==> config.mk <==
export PLATFORM = sky130hd
export DESIGN_NAME = tag_phase_sched
export DESIGN_NICKNAME = d
export VERILOG_FILES = /design/src/rtl/tag_anc_pkg.sv /design/src/rtl/tag_phase_acc.sv /design/src/rtl/tag_phase_sched.sv
export SDC_FILE = /design/constraint.sdc
export NUM_CORES = 1
export LEC_CHECK = 0
export BUFFER_PORTS_ARGS = -buffer_cell sky130_fd_sc_hd__buf_2
export CORE_ASPECT_RATIO = 1.1
export CORE_UTILIZATION = 33
export DETAILED_ROUTE_END_ITERATION = 10
export MAX_ROUTING_LAYER = met4
export PLACE_DENSITY_LB_ADDON = 0.1
export SYNTH_ARGS = -nofsm -noshare
export SYNTH_HDL_FRONTEND = slang
export SYNTH_SLANG_ARGS = --single-unit
==> constraint.sdc <==
create_clock -name clk -period 3.77 [get_ports clk]
set_input_delay 0.1885 -clock clk [delete_from_list [all_inputs] [get_ports clk]]
set_output_delay 0.1885 -clock clk [all_outputs]
set_load 0.01 [all_outputs]
==> src/rtl/tag_anc_pkg.sv <==
// Shared types and default widths for the tag phase scheduler.
package tag_anc_pkg;

    localparam int DEF_PHASE_WIDTH = 24;
    localparam int DEF_NSYMB_WIDTH = 16;
    localparam int DEF_NLOC_WIDTH  = 3;

    // Sequencer states.
    typedef enum logic [1:0] {
        ST_IDLE = 2'd0,
        ST_RUN  = 2'd1,
        ST_DONE = 2'd2
    } sched_state_e;

    // Operations the sequencer requests from the phase accumulator.
    typedef enum logic [2:0] {
        ACC_HOLD      = 3'd0,
        ACC_LOAD      = 3'd1,
        ACC_NEXT_SIG  = 3'd2,
        ACC_NEXT_SYMB = 3'd3,
        ACC_NEXT_LOC  = 3'd4
    } acc_op_e;

endpackage

==> src/rtl/tag_phase_acc.sv <==
// Phase accumulator: phase, increment and symbol-start registers plus the
// configuration values they are rebuilt from. All arithmetic wraps at
// 2^PHASE_WIDTH.
module tag_phase_acc
    import tag_anc_pkg::*;
#(
    parameter int PHASE_WIDTH = DEF_PHASE_WIDTH
) (
    input  logic                   clk,
    input  logic                   reset_n,
    input  acc_op_e                i_op,
    input  logic [PHASE_WIDTH-1:0] i_cfg_start_ph,
    input  logic [PHASE_WIDTH-1:0] i_cfg_start_ph_inc,
    input  logic [PHASE_WIDTH-1:0] i_cfg_dph_inc,
    input  logic [PHASE_WIDTH-1:0] i_cfg_nph_shift,
    output logic [PHASE_WIDTH-1:0] o_phase
);

    logic [PHASE_WIDTH-1:0] r_phase;
    logic [PHASE_WIDTH-1:0] r_inc;
    logic [PHASE_WIDTH-1:0] r_symb_start;
    logic [PHASE_WIDTH-1:0] r_start_ph;
    logic [PHASE_WIDTH-1:0] r_start_inc;
    logic [PHASE_WIDTH-1:0] r_dph_inc;
    logic [PHASE_WIDTH-1:0] r_nph_shift;

    logic [PHASE_WIDTH-1:0] w_symb_start_dec;

    // Each new symbol starts nph_shift below the previous symbol's start,
    // which equals start_ph - symb_n*nph_shift without a multiplier.
    assign w_symb_start_dec = r_symb_start - r_nph_shift;

    // Register update selected by the sequencer's requested operation.
    always_ff @(posedge clk) begin
        if (!reset_n) begin
            r_phase      <= '0;
            r_inc        <= '0;
            r_symb_start <= '0;
            r_start_ph   <= '0;
            r_start_inc  <= '0;
            r_dph_inc    <= '0;
            r_nph_shift  <= '0;
        end else begin
            case (i_op)
                ACC_LOAD: begin
                    r_start_ph   <= i_cfg_start_ph;
                    r_start_inc  <= i_cfg_start_ph_inc;
                    r_dph_inc    <= i_cfg_dph_inc;
                    r_nph_shift  <= i_cfg_nph_shift;
                    r_phase      <= i_cfg_start_ph;
                    r_inc        <= i_cfg_start_ph_inc;
                    r_symb_start <= i_cfg_start_ph;
                end
                ACC_NEXT_SIG: begin
                    r_phase <= r_phase + r_inc;
                end
                ACC_NEXT_SYMB: begin
                    r_symb_start <= w_symb_start_dec;
                    r_phase      <= w_symb_start_dec;
                    r_inc        <= r_inc + r_dph_inc;
                end
                ACC_NEXT_LOC: begin
                    r_phase      <= r_start_ph;
                    r_inc        <= r_start_inc;
                    r_symb_start <= r_start_ph;
                end
                default: begin
                end
            endcase
        end
    end

    assign o_phase = r_phase;

endmodule

==> src/rtl/tag_phase_sched.sv <==
// Tag phase scheduler: streams nloc repetitions of nsymb symbols, each of
// nsig phase samples, over an AXI-Stream master.
//
//   state   | meaning
//   --------+-------------------------------------------------------------
//   IDLE    | waiting for start; config sampled when start is accepted
//   RUN     | streaming samples; counters advance on each transfer
//   DONE    | one-cycle completion pulse; sync_ready set, then IDLE
module tag_phase_sched
    import tag_anc_pkg::*;
#(
    parameter int PHASE_WIDTH = DEF_PHASE_WIDTH,
    parameter int NSYMB_WIDTH = DEF_NSYMB_WIDTH,
    parameter int NLOC_WIDTH  = DEF_NLOC_WIDTH
) (
    input  logic                   clk,
    input  logic                   reset_n,
    input  logic                   start,
    input  logic                   abort,
    input  logic [PHASE_WIDTH-1:0] cfg_nsig,
    input  logic [NSYMB_WIDTH-1:0] cfg_nsymb,
    input  logic [NLOC_WIDTH-1:0]  cfg_nloc,
    input  logic [PHASE_WIDTH-1:0] cfg_start_ph,
    input  logic [PHASE_WIDTH-1:0] cfg_start_ph_inc,
    input  logic [PHASE_WIDTH-1:0] cfg_dph_inc,
    input  logic [PHASE_WIDTH-1:0] cfg_nph_shift,
    output logic [PHASE_WIDTH-1:0] phase_tdata,
    output logic                   phase_tvalid,
    output logic                   phase_tlast,
    input  logic                   phase_tready,
    output logic                   busy,
    output logic                   done,
    output logic                   cfg_err,
    output logic                   sync_ready,
    output logic [PHASE_WIDTH-1:0] sig_n,
    output logic [NSYMB_WIDTH-1:0] symb_n,
    output logic [NLOC_WIDTH-1:0]  loc_n
);

    sched_state_e r_state;
    sched_state_e w_state_next;
    acc_op_e      w_acc_op;

    logic [PHASE_WIDTH-1:0] r_nsig;
    logic [NSYMB_WIDTH-1:0] r_nsymb;
    logic [NLOC_WIDTH-1:0]  r_nloc;
    logic [PHASE_WIDTH-1:0] r_sig_n;
    logic [NSYMB_WIDTH-1:0] r_symb_n;
    logic [NLOC_WIDTH-1:0]  r_loc_n;
    logic                   r_sync_ready;
    logic                   r_cfg_err;

    logic                   w_cfg_ok;
    logic                   w_start_ok;
    logic                   w_start_bad;
    logic                   w_xfer;
    logic                   w_sig_last;
    logic                   w_symb_last;
    logic [NLOC_WIDTH-1:0]  w_loc_inc;
    logic                   w_loc_last;

    assign w_cfg_ok    = (cfg_nsig != '0) && (cfg_nsymb != '0) && (cfg_nloc != '0);
    // Abort takes priority over a simultaneous start.
    assign w_start_ok  = (r_state == ST_IDLE) && start && !abort && w_cfg_ok;
    assign w_start_bad = (r_state == ST_IDLE) && start && !abort && !w_cfg_ok;
    assign w_xfer      = (r_state == ST_RUN) && phase_tready && !abort;
    assign w_sig_last  = (r_sig_n == r_nsig);
    assign w_symb_last = (r_symb_n == r_nsymb);
    assign w_loc_inc   = r_loc_n + NLOC_WIDTH'(1);
    assign w_loc_last  = (w_loc_inc == r_nloc);

    // State register.
    always_ff @(posedge clk) begin
        if (!reset_n) begin
            r_state <= ST_IDLE;
        end else begin
            r_state <= w_state_next;
        end
    end

    // Next-state and accumulator operation select.
    always_comb begin
        w_state_next = r_state;
        w_acc_op     = ACC_HOLD;
        case (r_state)
            ST_IDLE: begin
                if (w_start_ok) begin
                    w_state_next = ST_RUN;
                    w_acc_op     = ACC_LOAD;
                end
            end
            ST_RUN: begin
                if (w_xfer) begin
                    if (!w_sig_last) begin
                        w_acc_op = ACC_NEXT_SIG;
                    end else if (!w_symb_last) begin
                        w_acc_op = ACC_NEXT_SYMB;
                    end else begin
                        w_acc_op = ACC_NEXT_LOC;
                        if (w_loc_last) begin
                            w_state_next = ST_DONE;
                        end
                    end
                end
            end
            ST_DONE: begin
                w_state_next = ST_IDLE;
            end
            default: begin
                w_state_next = ST_IDLE;
            end
        endcase
        if (abort) begin
            w_state_next = ST_IDLE;
            w_acc_op     = ACC_HOLD;
        end
    end

    // Config latch and sample/symbol/location counters.
    always_ff @(posedge clk) begin
        if (!reset_n) begin
            r_nsig   <= '0;
            r_nsymb  <= '0;
            r_nloc   <= '0;
            r_sig_n  <= PHASE_WIDTH'(1);
            r_symb_n <= NSYMB_WIDTH'(1);
            r_loc_n  <= '0;
        end else if (w_start_ok) begin
            r_nsig   <= cfg_nsig;
            r_nsymb  <= cfg_nsymb;
            r_nloc   <= cfg_nloc;
            r_sig_n  <= PHASE_WIDTH'(1);
            r_symb_n <= NSYMB_WIDTH'(1);
            r_loc_n  <= '0;
        end else if (w_xfer) begin
            if (!w_sig_last) begin
                r_sig_n <= r_sig_n + PHASE_WIDTH'(1);
            end else if (!w_symb_last) begin
                r_sig_n  <= PHASE_WIDTH'(1);
                r_symb_n <= r_symb_n + NSYMB_WIDTH'(1);
            end else begin
                r_sig_n  <= PHASE_WIDTH'(1);
                r_symb_n <= NSYMB_WIDTH'(1);
                r_loc_n  <= w_loc_inc;
            end
        end
    end

    // sync_ready rises with DONE and holds until the next accepted start.
    always_ff @(posedge clk) begin
        if (!reset_n) begin
            r_sync_ready <= 1'b0;
        end else if (w_start_ok) begin
            r_sync_ready <= 1'b0;
        end else if ((r_state == ST_RUN) && (w_state_next == ST_DONE)) begin
            r_sync_ready <= 1'b1;
        end
    end

    // One-cycle error pulse for a start with a zero count.
    always_ff @(posedge clk) begin
        if (!reset_n) begin
            r_cfg_err <= 1'b0;
        end else begin
            r_cfg_err <= w_start_bad;
        end
    end

    tag_phase_acc #(
        .PHASE_WIDTH (PHASE_WIDTH)
    ) u_acc (
        .clk                (clk),
        .reset_n            (reset_n),
        .i_op               (w_acc_op),
        .i_cfg_start_ph     (cfg_start_ph),
        .i_cfg_start_ph_inc (cfg_start_ph_inc),
        .i_cfg_dph_inc      (cfg_dph_inc),
        .i_cfg_nph_shift    (cfg_nph_shift),
        .o_phase            (phase_tdata)
    );

    assign busy         = (r_state == ST_RUN);
    assign phase_tvalid = busy;
    assign phase_tlast  = busy && w_sig_last;
    assign done         = (r_state == ST_DONE);
    assign cfg_err      = r_cfg_err;
    assign sync_ready   = r_sync_ready;
    assign sig_n        = r_sig_n;
    assign symb_n       = r_symb_n;
    assign loc_n        = r_loc_n;

endmodule

# Yosys cells after proc, flatten, opt, wreduce, memory -nomap -nowiden
# Cells that the tools add are included.
[op_classes]
reduce_logical = 21
addsub = 6
mux = 18
eq_ne = 10
bitwise_logic = 1
[op_table]
columns = ["op", "count"]
rows = [
  ["24-bit one-hot mux with 3 select lines", 2],
  ["24-bit one-hot mux with 4 select lines", 1],
  ["24-bit adder", 2],
  ["24-bit by 1-bit adder with 24-bit output, second input constant", 1],
  ["24-bit equality test", 1],
  ["24-bit two-way mux", 1],
  ["24-bit nonzero test", 1],
  ["24-bit subtractor", 1],
  ["16-bit by 1-bit adder with 16-bit output, second input constant", 1],
  ["16-bit equality test", 1],
  ["16-bit two-way mux", 1],
  ["16-bit nonzero test", 1],
  ["2-bit two-way mux", 6],
  ["3-bit two-way mux", 4],
  ["1-bit logical AND", 10],
  ["3-bit by 2-bit equality test with 1-bit output, second input constant", 2],
  ["3-bit one-hot mux with 2 select lines", 1],
  ["3-bit nonzero test", 2],
  ["2-bit equality test, second input constant", 2],
  ["2-bit one-hot mux with 2 select lines", 1],
  ["4-bit nonzero test", 1],
  ["3-bit by 1-bit adder with 3-bit output, second input constant", 1],
  ["3-bit by 1-bit equality test with 1-bit output, second input constant", 1],
  ["3-bit equality test", 1],
  ["other kinds (9)", 10],
]
[totals]
register_bits = 258
word_cells = 72
in_bits = 144
output_inout_bits = 73

# Depth between registers and ports, before layout
# Gate-level depths: netlist of the first run.
[logic_depth]
ltp_word = 10
depth_mapped = 13
depth_no_buf = 13

# By module
# From an unflattened synthesis of the first run, not the netlist that was laid out.
[hier_totals]
hier_cells = 1786
area_unflattened_um2 = 14400.1
[by_module_without_submodules]
columns = ["mod", "area_each_um2", "n_inst", "cells_each", "seq_area_each_um2"]
rows = [
  ["tag_phase_acc", 9867.0, 1, 1280, 3363.2],
  ["tag_phase_sched", 4533.1, 1, 506, 1801.7],
]

# Least setup slack after synthesis of the first run
# No wires, ideal clock.
[synth_timing]
path_kind = "register to register"
start = "register u_acc.r_symb_start[0]"
end = "register u_acc.r_phase[22], in the netlist u_acc.o_phase[22]"
arrival_ps = 2569
slack_ps = 1067
required_time_ps = 3637
stages_incl_launch_ff = 14
synth_period_minus_slack_ps = 2703
setup_ps = 133
path_buffers = 0
path_cell_list = "dfxtp_1 -> inv_1 -> ha_1 -> inv_1 -> fa_1 -> a21oi_1 -> o221a_2 -> nor4_1 -> o21a_1 -> o21ai_1 -> o21ai_0 -> or4b_1 -> nand4_1 -> a221oi_1"
[synth_via]
elab_chain_len = 2
[synth_lines]
columns = ["item", "line", "text"]
rows = [
  ["start: declaration", "tag_phase_acc.sv:21", "logic [PHASE_WIDTH-1:0] r_symb_start;"],
  ["start signal: assignment", "tag_phase_acc.sv:52", "r_symb_start <= i_cfg_start_ph;"],
  ["start signal: assignment", "tag_phase_acc.sv:58", "r_symb_start <= w_symb_start_dec;"],
  ["start signal: assignment", "tag_phase_acc.sv:65", "r_symb_start <= r_start_ph;"],
  ["24-bit subtractor", "tag_phase_acc.sv:31", "assign w_symb_start_dec = r_symb_start - r_nph_shift;"],
  ["24-bit one-hot mux with 4 select lines", "tag_phase_acc.sv:44", "case (i_op)"],
  ["end signal: assignment", "tag_phase_acc.sv:50", "r_phase <= i_cfg_start_ph;"],
  ["end signal: assignment", "tag_phase_acc.sv:55", "r_phase <= r_phase + r_inc;"],
  ["end signal: assignment", "tag_phase_acc.sv:59", "r_phase <= w_symb_start_dec;"],
  ["end: declaration", "tag_phase_acc.sv:19", "logic [PHASE_WIDTH-1:0] r_phase;"],
]
# No other way between the ends.
# A chain may end at the register's enable or synchronous reset.

# Final worst setup path of the first run
# Ends and elaborated chain as after synthesis.

==> flow_metrics.tcl, run 1 <==
set metrics [dict create \
    crit_fanout 3 \
    finalPower_mw 7.35 \
    pwr-share-comb_pct 16.9 \
    cts_tree "done" \
    syn_inst 1808 \
    seqPwrFrac_pct 39.9 \
    maxCapViolCount 0 \
    clockPowerShare_pct 43.1 \
    peakVddDrop_mv 0.294 \
    fin_crit_sh_pct 83.3 \
    die_area_mm2 0.0436 \
    cpLargestDelayFamily "compound AO/OA/AOI/OAI gates" \
    synth_seq_cells 258 \
    critPathBufInv 2 \
    status "finished clean" \
    syn_area_mm2 0.0141 \
    overflow 0 \
    internal_power_mw 5.36 \
    hold_class "input pin to flip-flop" \
    htreeDepth 1 \
    track_usage_pct 22.3 \
    crit_chain "inv_1 > ha_1 > inv_1 > fa_1 > a21oi_1 > o221a_2 > nor4_1 > o21a_1 > o21ai_1 > o21ai_0 > or4b_1 > nand4_1 > a221oi_1" \
    timing.slew.headroom_pct 43.5 \
    yosysSeqAreaShare_pct 36.6 \
    clockRootBuffer "clkbuf_16" \
    netlist_top_cells_area "dfxtp_1 37%, nand2_1 10%, a21oi_1 8.9%" \
    die_h_um 219 \
    synth_warnings 0 \
    io_buffer_count 216 \
    start_util_pct 33.4 \
    finalHoldViolCount 0 \
    wl_per_cell_um 17.8 \
    fin_skew_ns 0.0205 \
    clk_pin_slew_worst_paths_ns 0.06 \
    synth-edff-count 0 \
    netlist.area_leader.share_pct 36.6 \
    hpwlAfterDp_mm 34.8 \
    drtIter0Drc 633 \
    cts_buffer_depth 3 \
    worst_slew_pin_slew_ns 0.840 \
    busiest_layer "met2" \
    power_density_mw_per_mm2 404 \
    leakage_nw 7.95 \
    setup_violations 0 \
    required_ns 4.21 \
    cts_buffers 30 \
    antenna_found_initial 1 \
    grt_pass1_wl_mm 73.2 \
    core_mm2 0.0422 \
    power.switching_mw 1.98 \
    routed_wl_mm 48.2 \
    grt_use_met2_pct 37.5 \
    tns_ns 0 \
    dr.pass1.iters 5 \
    num_vias 13800 \
    synth_ff_type "dfxtp_1" \
    clk_latency_ns 0.57 \
    endpoint_kind "flip-flop" \
    grt_use_met3_pct 2.03 \
    met1_usage_pct 28.7 \
    maxSlewViolCount 0 \
    fin_crit_ns 3.14 \
    grt_max_degree 85 \
    crit_type "flip-flop to flip-flop" \
    synthArstFlopShare_pct 0 \
    swShare_pct 27.0 \
    drt-vias-per-instance 5.07 \
    max_clock_freq_ghz 0.318 \
    diodes 0 \
    synth_area_per_cell_um2 7.80 \
    yosysUniqueCellTypes 74 \
    synthesis.nets 2027 \
    cpMostUsedCell "inv_1" \
    cts_resized 0 \
    rsz0062_at_grt "no" \
    antenna_left 0 \
    yosysTopAreaCell "dfxtp_1" \
    drc 0 \
    num_rows 79 \
    worst_setup_path_start_kind "flip-flop" \
    slowest_delay_ns 0.48 \
    cp.arrival_ns 3.58 \
    place.gp.congestion 0.869 \
    io_pins 217 \
    slowest_stage "or4b_1" \
    cts.sinks 258 \
    drive_gt1_share_pct 15.0 \
    layout.nets 2343 \
    grt_pass1_vias 13100 \
    syn2layout_area_growth_pct 29.0 \
    fp.dieW_um 199 \
]
[power groups by stage]
stage | Combinational [mW] | Clock, mW | Sequential [mW]
final | 1.24 | 3.17 | 2.93
after global routing | 1.38 | 3.36 | 2.94
after CTS | 1.25 | 3.27 | 2.93
after detailed placement | 1.14 | 0 | 2.99
after global placement | 1.14 | 0 | 2.99
after floorplan | 0.775 | 0 | 2.96
[registers in the layout (all words and copies together) (netlist names), 16 cells and up]
signal and flops:
u_acc.o_phase 24, sig_n 24, u_acc.r_start_inc 24, u_acc.r_nph_shift 24, symb_n 16, r_nsig 24
u_acc.r_dph_inc 24, u_acc.r_start_ph 24, r_nsymb 16, u_acc.r_symb_start 24, u_acc.r_inc 24
[final cells by class]
cell class                      count  area, um2
Clock buffer                       44        895
Tap cell                          567        709
Inverter                           43        166
Multi-Input combinational cell   1411       8350
Sequential cell                   258       5160
Timing Repair Buffer              380       2720
Clock inverter                     11        189
Fill cell                        4335      24000
[through the flow]
step	hold WS [ns]	cell area, um2	setup slack, ns	util (%)	std cells
global route	0.000423	18200	0.408	43.1	2714
detailed placement	0.436	15800	0.590	37.4	2526
floorplan	0.265	14100	1.07	-	1808
CTS	0.00219	18200	0.618	43.1	2714
finish	0.00174	18200	0.630	43.1	2714
global placement	0.430	15800	0.602	37.4	2526
[metal layers]
metal | up-vias | routed length, um
met5 | - | 0
met1 | 6474 | 22400
met4 | 0 | 931
li1 | 6935 | -
met2 | 307 | 22900
met3 | 57 | 1950
[layout by cell type, fill, tap and decap left out, drive strengths merged, types with 16 or more instances in the layout]
master       count
nor4            21
a21o            32
a211oi          16
a21oi          253
ha              72
xnor2           68
o21a            17
xor2            69
inv             44
and3            25
dlygate4sd3    133
buf            247
mux2i           16
dfxtp          258
o21ai           75
nor2           123
nand4           24
clkbuf          44
a31oi           26
nand2          393
nand3           31
nor3            19
[cell families after synthesis]
family / share of synthesized area, %
XOR/XNOR: 8.51
multiplexers: 1.38
AND/OR/NAND/NOR: 21.3
AO/OA/AOI/OAI: 21.0
flip-flops: 36.6
adder cells (fa/ha/maj): 6.82
buffers and inverters: 4.38
[worst min-delay path: stages]
cell     delay [ns]
buf_2          0.10
nand2_1        0.16
a21oi_1        0.08
[synthesized netlist by cell type, types with 9 or more instances]
master and instances:
a211oi_1 16, nand3_1 30, a31oi_1 25, dfxtp_1 258, a221oi_1 11, nor4_1 19, xnor2_1 68, buf_1 13
ha_1 72, nand4_1 22, or3_1 9, nor2_1 123, buf_2 16, o21bai_1 12, clkbuf_1 59, nor3_1 19
mux2i_1 16, and3_1 25, a21o_1 31, o21ai_1 24, xor2_1 69, a21oi_1 252, inv_1 43, nand2b_1 12
o21a_1 17, o211ai_1 9, o21ai_0 50, nand2_1 393
[path summary, 6_finish.rpt]
kind | startpoint | to | slack, ns | cells after the start
setup reg to reg | u_acc.r_symb_start[0] | u_acc.o_phase[22] | 0.63 | 13
hold / removal | cfg_start_ph[17] | u_acc.r_start_ph[17] | 0.002 | 3
hold reg to reg | u_acc.r_start_ph[22] | u_acc.r_start_ph[22] | 0.45 | 2
setup / recovery | u_acc.r_symb_start[0] | u_acc.o_phase[22] | 0.63 | 13
[what timing repair did]
action	CTS	global route
hold buffers	133	0
endpoints found under the hold margin	157	0
buffers inserted	0	0
Power figures use the tool's default switching activity.
==> run 2: changes to the inputs <==
clock period = 2.77 ns   (was 3.77 ns; I/O delays follow)
==> run 2 against run 1 <==
Maximum frequency up 17%. Sequential power up 36%. Clock power up 46%. Register-to-register slack worse by 0.54 ns. Non-clock buffer count up 103. Utilization up 2.8 points. Flip-flop and latch count unchanged. Die area unchanged. Highest routed layer unchanged. Final area up 6.4%. Sequential share of layout area down 1.7 points. Critical endpoint is now u_acc.r_symb_start[22]. First-iteration DRC count up 16%.
==> flow_metrics.tcl, run 2 (same netlist as run 1, synthesis figures left out) <==
set metrics [dict create \
    grt_use_met3_pct 3.73 \
    worst_setup_path_start_kind "flip-flop" \
    setup_violations 0 \
    hold_class "input pin to flip-flop" \
    die_h_um 219 \
    drive_gt1_share_pct 20.6 \
    critPathBufInv 2 \
    maxSlewViolCount 0 \
    grt_max_degree 62 \
    clk_latency_ns 0.55 \
    required_ns 3.17 \
    layout.nets 2450 \
    routed_wl_mm 49.6 \
    fin_crit_sh_pct 96.7 \
    drtIter0Drc 735 \
    peakVddDrop_mv 0.340 \
    met1_usage_pct 29.0 \
    power_density_mw_per_mm2 544 \
    worst_slew_pin_slew_ns 0.608 \
    diodes 0 \
    die_area_mm2 0.0436 \
    wl_per_cell_um 17.6 \
    fp.dieW_um 199 \
    pwr-share-comb_pct 18.1 \
    mostFrequentLayoutCell "nand2_1" \
    swShare_pct 27.3 \
    clk_pin_slew_worst_paths_ns 0.06 \
    crit_type "flip-flop to flip-flop" \
    max_clock_freq_ghz 0.373 \
    syn2layout_area_growth_pct 37.3 \
    place.gp.congestion 0.886 \
    io_pins 217 \
    num_vias 14200 \
    crit_fanout 3 \
    track_usage_pct 23.1 \
    rsz0062_at_grt "yes" \
    io_buffer_count 216 \
    slowest_delay_ns 0.47 \
    tns_ns 0 \
    final_cell_mix "393 x nand2_1, 255 x dfxtp_1, 245 x a21oi_1" \
    busiest_layer "met2" \
    timing.slew.headroom_pct 59.1 \
    drt-vias-per-instance 5.04 \
    antenna_found_initial 1 \
    cts_buffer_depth 3 \
    cts.sinks 258 \
    slowest_stage "or4b_1" \
    fin_skew_ns 0.0140 \
    num_rows 79 \
    antenna_left 0 \
    crit_chain "inv_2 > ha_4 > inv_2 > fa_2 > a21oi_2 > o221a_2 > nor4_4 > o21a_2 > o21ai_4 > o21ai_2 > or4b_1 > nand4_1 > a31oi_1" \
    endpoint_kind "flip-flop" \
    finalHoldViolCount 0 \
    cts_buffers 34 \
    grt_use_met2_pct 38.1 \
    clockRootBuffer "clkbuf_16" \
    dr.pass1.iters 5 \
    grt_pass1_wl_mm 75.7 \
    hpwlAfterDp_mm 36.9 \
    leakage_nw 8.58 \
    power.switching_mw 2.88 \
    internal_power_mw 7.65 \
    fin_crit_ns 2.68 \
    clockPowerShare_pct 44.0 \
    cpMostUsedCell "inv_2" \
    grt_pass1_vias 13800 \
    place_area_mm2 0.0166 \
    start_util_pct 33.4 \
    overflow 0 \
    core_mm2 0.0422 \
    maxCapViolCount 0 \
    drc 0 \
    design_area_mm2 0.0194 \
    htreeDepth 2 \
    cts_tree "done" \
    cp.arrival_ns 3.08 \
    seqPwrFrac_pct 37.9 \
    cpLargestDelayFamily "compound AO/OA/AOI/OAI gates" \
    status "finished clean" \
]
-- run 2: changes by cell type in the layout (fill, tap and decap cells not counted), moves of 4 or more --
cell / before / now
clkbuf_16: 31 / 37
a21oi_1: 252 / 245
ha_1: 72 / 68
buf_12: 6 / 13
buf_4: 25 / 118
a21oi_2: 0 / 7
clkbuf_8: 7 / 14
bufinv_16: 5 / 1
-- run 2: timing repair --
item,CTS,global route
resized for setup,10,35
hold endpoints to repair,173,0
hold buffers,136,0
pin swaps,6,21
setup endpoints to repair,10,19
setup buffers,0,2
-- run 2: final cells by class --
cell class	instances	area, um2
fillers	4289	22800
clock buffers	59	1150
repair buffers	483	3590
inverters	43	166
clock inverters	3	40.0
multi-input cells	1411	8540
well taps	567	709
flip-flops and latches	258	5170
-- run 2: power by group through the flow --
stage / clock network, mW / registers, mW / logic [mW]
detailed placement: 0 / 4.07 / 1.69
CTS: 4.75 / 3.99 / 1.86
global route: 4.91 / 4.00 / 2.10
floorplan: 0 / 4.03 / 1.05
global placement: 0 / 4.06 / 1.68
finish: 4.63 / 3.99 / 1.91
-- run 2: tightest hold or removal path, cell delays in order --
cell     delay (ns)
buf_2          0.08
and2_1         0.22
a21oi_1        0.06
nor2_1         0.07
-- run 2: metal layers --
| layer | routed length [um] | part of all wire, % | vias to the layer above |
|---|---|---|---|
| li1 | - | - | 7143 |
| met4 | 1280 | 2.6 | 0 |
| met2 | 23400 | 47 | 352 |
| met3 | 2520 | 5.1 | 65 |
| met1 | 22400 | 45 | 6682 |
| met5 | 0 | 0 | - |
-- run 2: worst paths after layout --
path	cells after the start	slack, ns	start	endpoint
setup / recovery	13	0.09	u_acc.r_symb_start[0]	u_acc.r_symb_start[22]
setup reg to reg	13	0.09	u_acc.r_symb_start[0]	u_acc.r_symb_start[22]
hold reg to reg	2	0.45	u_acc.r_start_ph[22]	u_acc.r_start_ph[22]
hold / removal	4	0.06	cfg_start_ph[16]	u_acc.r_start_ph[16]
-- run 2: through the flow --
step	std cells	worst slack, ns	power (mW)	hold slack (ns)	util (%)
5_1_grt	2824	-0.0579	11.0	0.0569	45.9
3_3_place_gp	2624	-0.103	5.74	0.380	39.3
4_1_cts	2822	0.00277	10.6	0.0404	45.5
2_1_floorplan	1808	0.0672	5.09	0.215	-
6_report	2824	0.0916	10.5	0.0638	45.9
3_5_place_dp	2624	-0.137	5.75	0.387	39.3
==> run 3: changes to the inputs <==
clock period = 3.25 ns   (was 2.77 ns; I/O delays follow)
==> run 3 against run 2 <==
Cell count decreased by 2.4%. Global-route usage fell by 0.68 points. Register-to-register slack better by 0.19 ns. Via count shrank 2.1%. Flip-flop and latch count is the same. Clock-buffer cell count fell by 13. Sequential power down 15%. Worst hold slack lost 0.022 ns. Die area unchanged. Clock skew shrank 0.0033 ns. Combinational power down 23%. Final area shrank 4.9%. Critical path type is now input pin to flip-flop. Critical endpoint is now u_acc.o_phase[10].
==> flow_metrics.tcl, run 3 (same netlist as run 1, synthesis figures left out) <==
set metrics [dict create \
    clockRootBuffer "clkbuf_16" \
    tns_ns 0 \
    track_usage_pct 22.4 \
    drt-vias-per-instance 5.06 \
    hold_class "input pin to flip-flop" \
    antenna_found_initial 0 \
    busiest_layer "met2" \
    finalHoldViolCount 0 \
    clk_latency_ns 0.58 \
    max_clock_freq_ghz 0.334 \
    drive_gt1_share_pct 16.3 \
    antenna_left 0 \
    worst_setup_path_start_kind "input pin" \
    start_util_pct 33.4 \
    grt_max_degree 75 \
    fin_crit_sh_pct 92.1 \
    drtIter0Drc 784 \
    layout_setup_ws_ns 0.256 \
    cts.sinks 258 \
    maxSlewViolCount 0 \
    grt_use_met2_pct 37.5 \
    worst_slew_pin_slew_ns 0.923 \
    num_rows 79 \
    crit_type "input pin to flip-flop" \
    rsz0062_at_grt "no" \
    clockPowerShare_pct 40.3 \
    critPathBufInv 2 \
    routed_wl_mm 48.7 \
    fillers 4346 \
    met1_usage_pct 29.0 \
    place.gp.congestion 0.880 \
    finish.utilization_pct 43.6 \
    dr.pass1.iters 5 \
    die_area_mm2 0.0436 \
    grt_pass1_vias 13300 \
    cts_tree "done" \
    place_inst 2562 \
    required_ns 3.77 \
    fin_crit_ns 2.99 \
    power_density_mw_per_mm2 444 \
    internal_power_mw 5.87 \
    clk_pin_slew_worst_paths_ns 0.06 \
    core_mm2 0.0422 \
    wl_per_cell_um 17.7 \
    timing.slew.headroom_pct 38.3 \
    drc 0 \
    endpoint_kind "flip-flop" \
    peakVddDrop_mv 0.337 \
    maxCapViolCount 0 \
    mostFrequentLayoutCell "nand2_1" \
    io_buffer_count 216 \
    place_ws_ns 0.163 \
    crit_fanout 8 \
    fp.dieW_um 199 \
    seqCellArea_mm2 0.00516 \
    cp.arrival_ns 3.51 \
    fin_skew_ns 0.0107 \
    diodes 0 \
    power.switching_mw 2.32 \
    grt_use_met3_pct 2.54 \
    setup_violations 0 \
    slowest_stage "nor2_1" \
    cts_buffers 31 \
    swShare_pct 28.3 \
    instances_no_fill 2755 \
    htreeDepth 1 \
    cts_buffer_depth 3 \
    pwr-share-comb_pct 18.1 \
    die_h_um 219 \
    multi_input_area_mm2 0.00835 \
    io_pins 217 \
    layout.nets 2385 \
    finalPower_mw 8.18 \
    slowest_delay_ns 0.74 \
    cts_resized 0 \
    syn2layout_area_growth_pct 30.6 \
    grt_pass1_wl_mm 74.2 \
    post_cts.repair.setup_buffers 0 \
    final_cell_mix "393 x nand2_1, 258 x dfxtp_1, 252 x a21oi_1" \
    num_vias 13900 \
    hpwlAfterDp_mm 35.8 \
    overflow 0 \
    seqPwrFrac_pct 41.6 \
    status "finished clean" \
    crit_chain "dlygate4sd3_1 > buf_2 > nor4_1 > and4_1 > nand3_1 > o311ai_1 > nor3_2 > nor2_1 > a21oi_1 > o21ai_0 > and3_1" \
    leakage_nw 8.10 \
    cpLargestDelayFamily "simple AND/OR/NAND/NOR gates" \
]
-- run 3: cell types whose count changed in the layout (fill, tap and decap cells not counted), sizes merged --
cell,previous run,this run
buf,347,283
clkbuf,59,46
clkinv,2,6
clkinvlp,0,2
dlygate4sd3,136,138
bufinv,1,0
inv,43,44
-- run 3: stage by stage --
stage | hold WS [ns] | cell area (um2)
6_report | 0.0419 | 18400
5_1_grt | 0.0437 | 18400
3_3_place_gp | 0.403 | 16100
3_5_place_dp | 0.407 | 16100
2_1_floorplan | 0.239 | 14100
4_1_cts | 0.0163 | 18400
-- run 3: worst min-delay path, stage by stage --
cell and delay (ns):
buf_2 0.07, and2_1 0.21, a21oi_1 0.06, nor2_1 0.08
-- run 3: what timing repair did --
action / in CTS / in global routing
setup endpoints to repair: 0 / 0
hold buffers: 138 / 0
endpoints found under the hold margin: 179 / 0
-- run 3: per-layer routing --
layer  share of wire, %  routed length, um
met5                  0                  0
met4                1.6                782
met3                4.9               2370
met2                 48              23300
met1                 46              22300
-- run 3: power by group through the flow --
stage / Clock [mW] / Combinational [mW] / Sequential [mW]
floorplan: 0 / 0.899 / 3.44
global placement: 0 / 1.35 / 3.47
detailed placement: 0 / 1.36 / 3.47
CTS: 3.40 / 1.49 / 3.40
global route: 3.53 / 1.64 / 3.41
finish: 3.30 / 1.48 / 3.40
-- run 3: final cells by class --
type,count,area share (%)
Sequential cell,258,28.1
Clock inverter,9,0.292
Tap cell,567,3.85
Inverter,43,0.904
Clock buffer,46,4.90
Multi-Input combinational cell,1411,45.3
Timing Repair Buffer,421,16.7
-- run 3: path summary, 6_finish.rpt --
| path | start | end | slack [ns] | depth (start not counted) |
|---|---|---|---|---|
| max | cfg_nsig[0] | u_acc.o_phase[10] | 0.26 | 11 |
| min | cfg_start_ph[16] | u_acc.r_start_ph[16] | 0.04 | 4 |
| max reg2reg | u_acc.o_phase[0] | u_acc.o_phase[22] | 0.28 | 11 |
| min reg2reg | u_acc.r_start_ph[22] | u_acc.r_start_ph[22] | 0.45 | 2 |
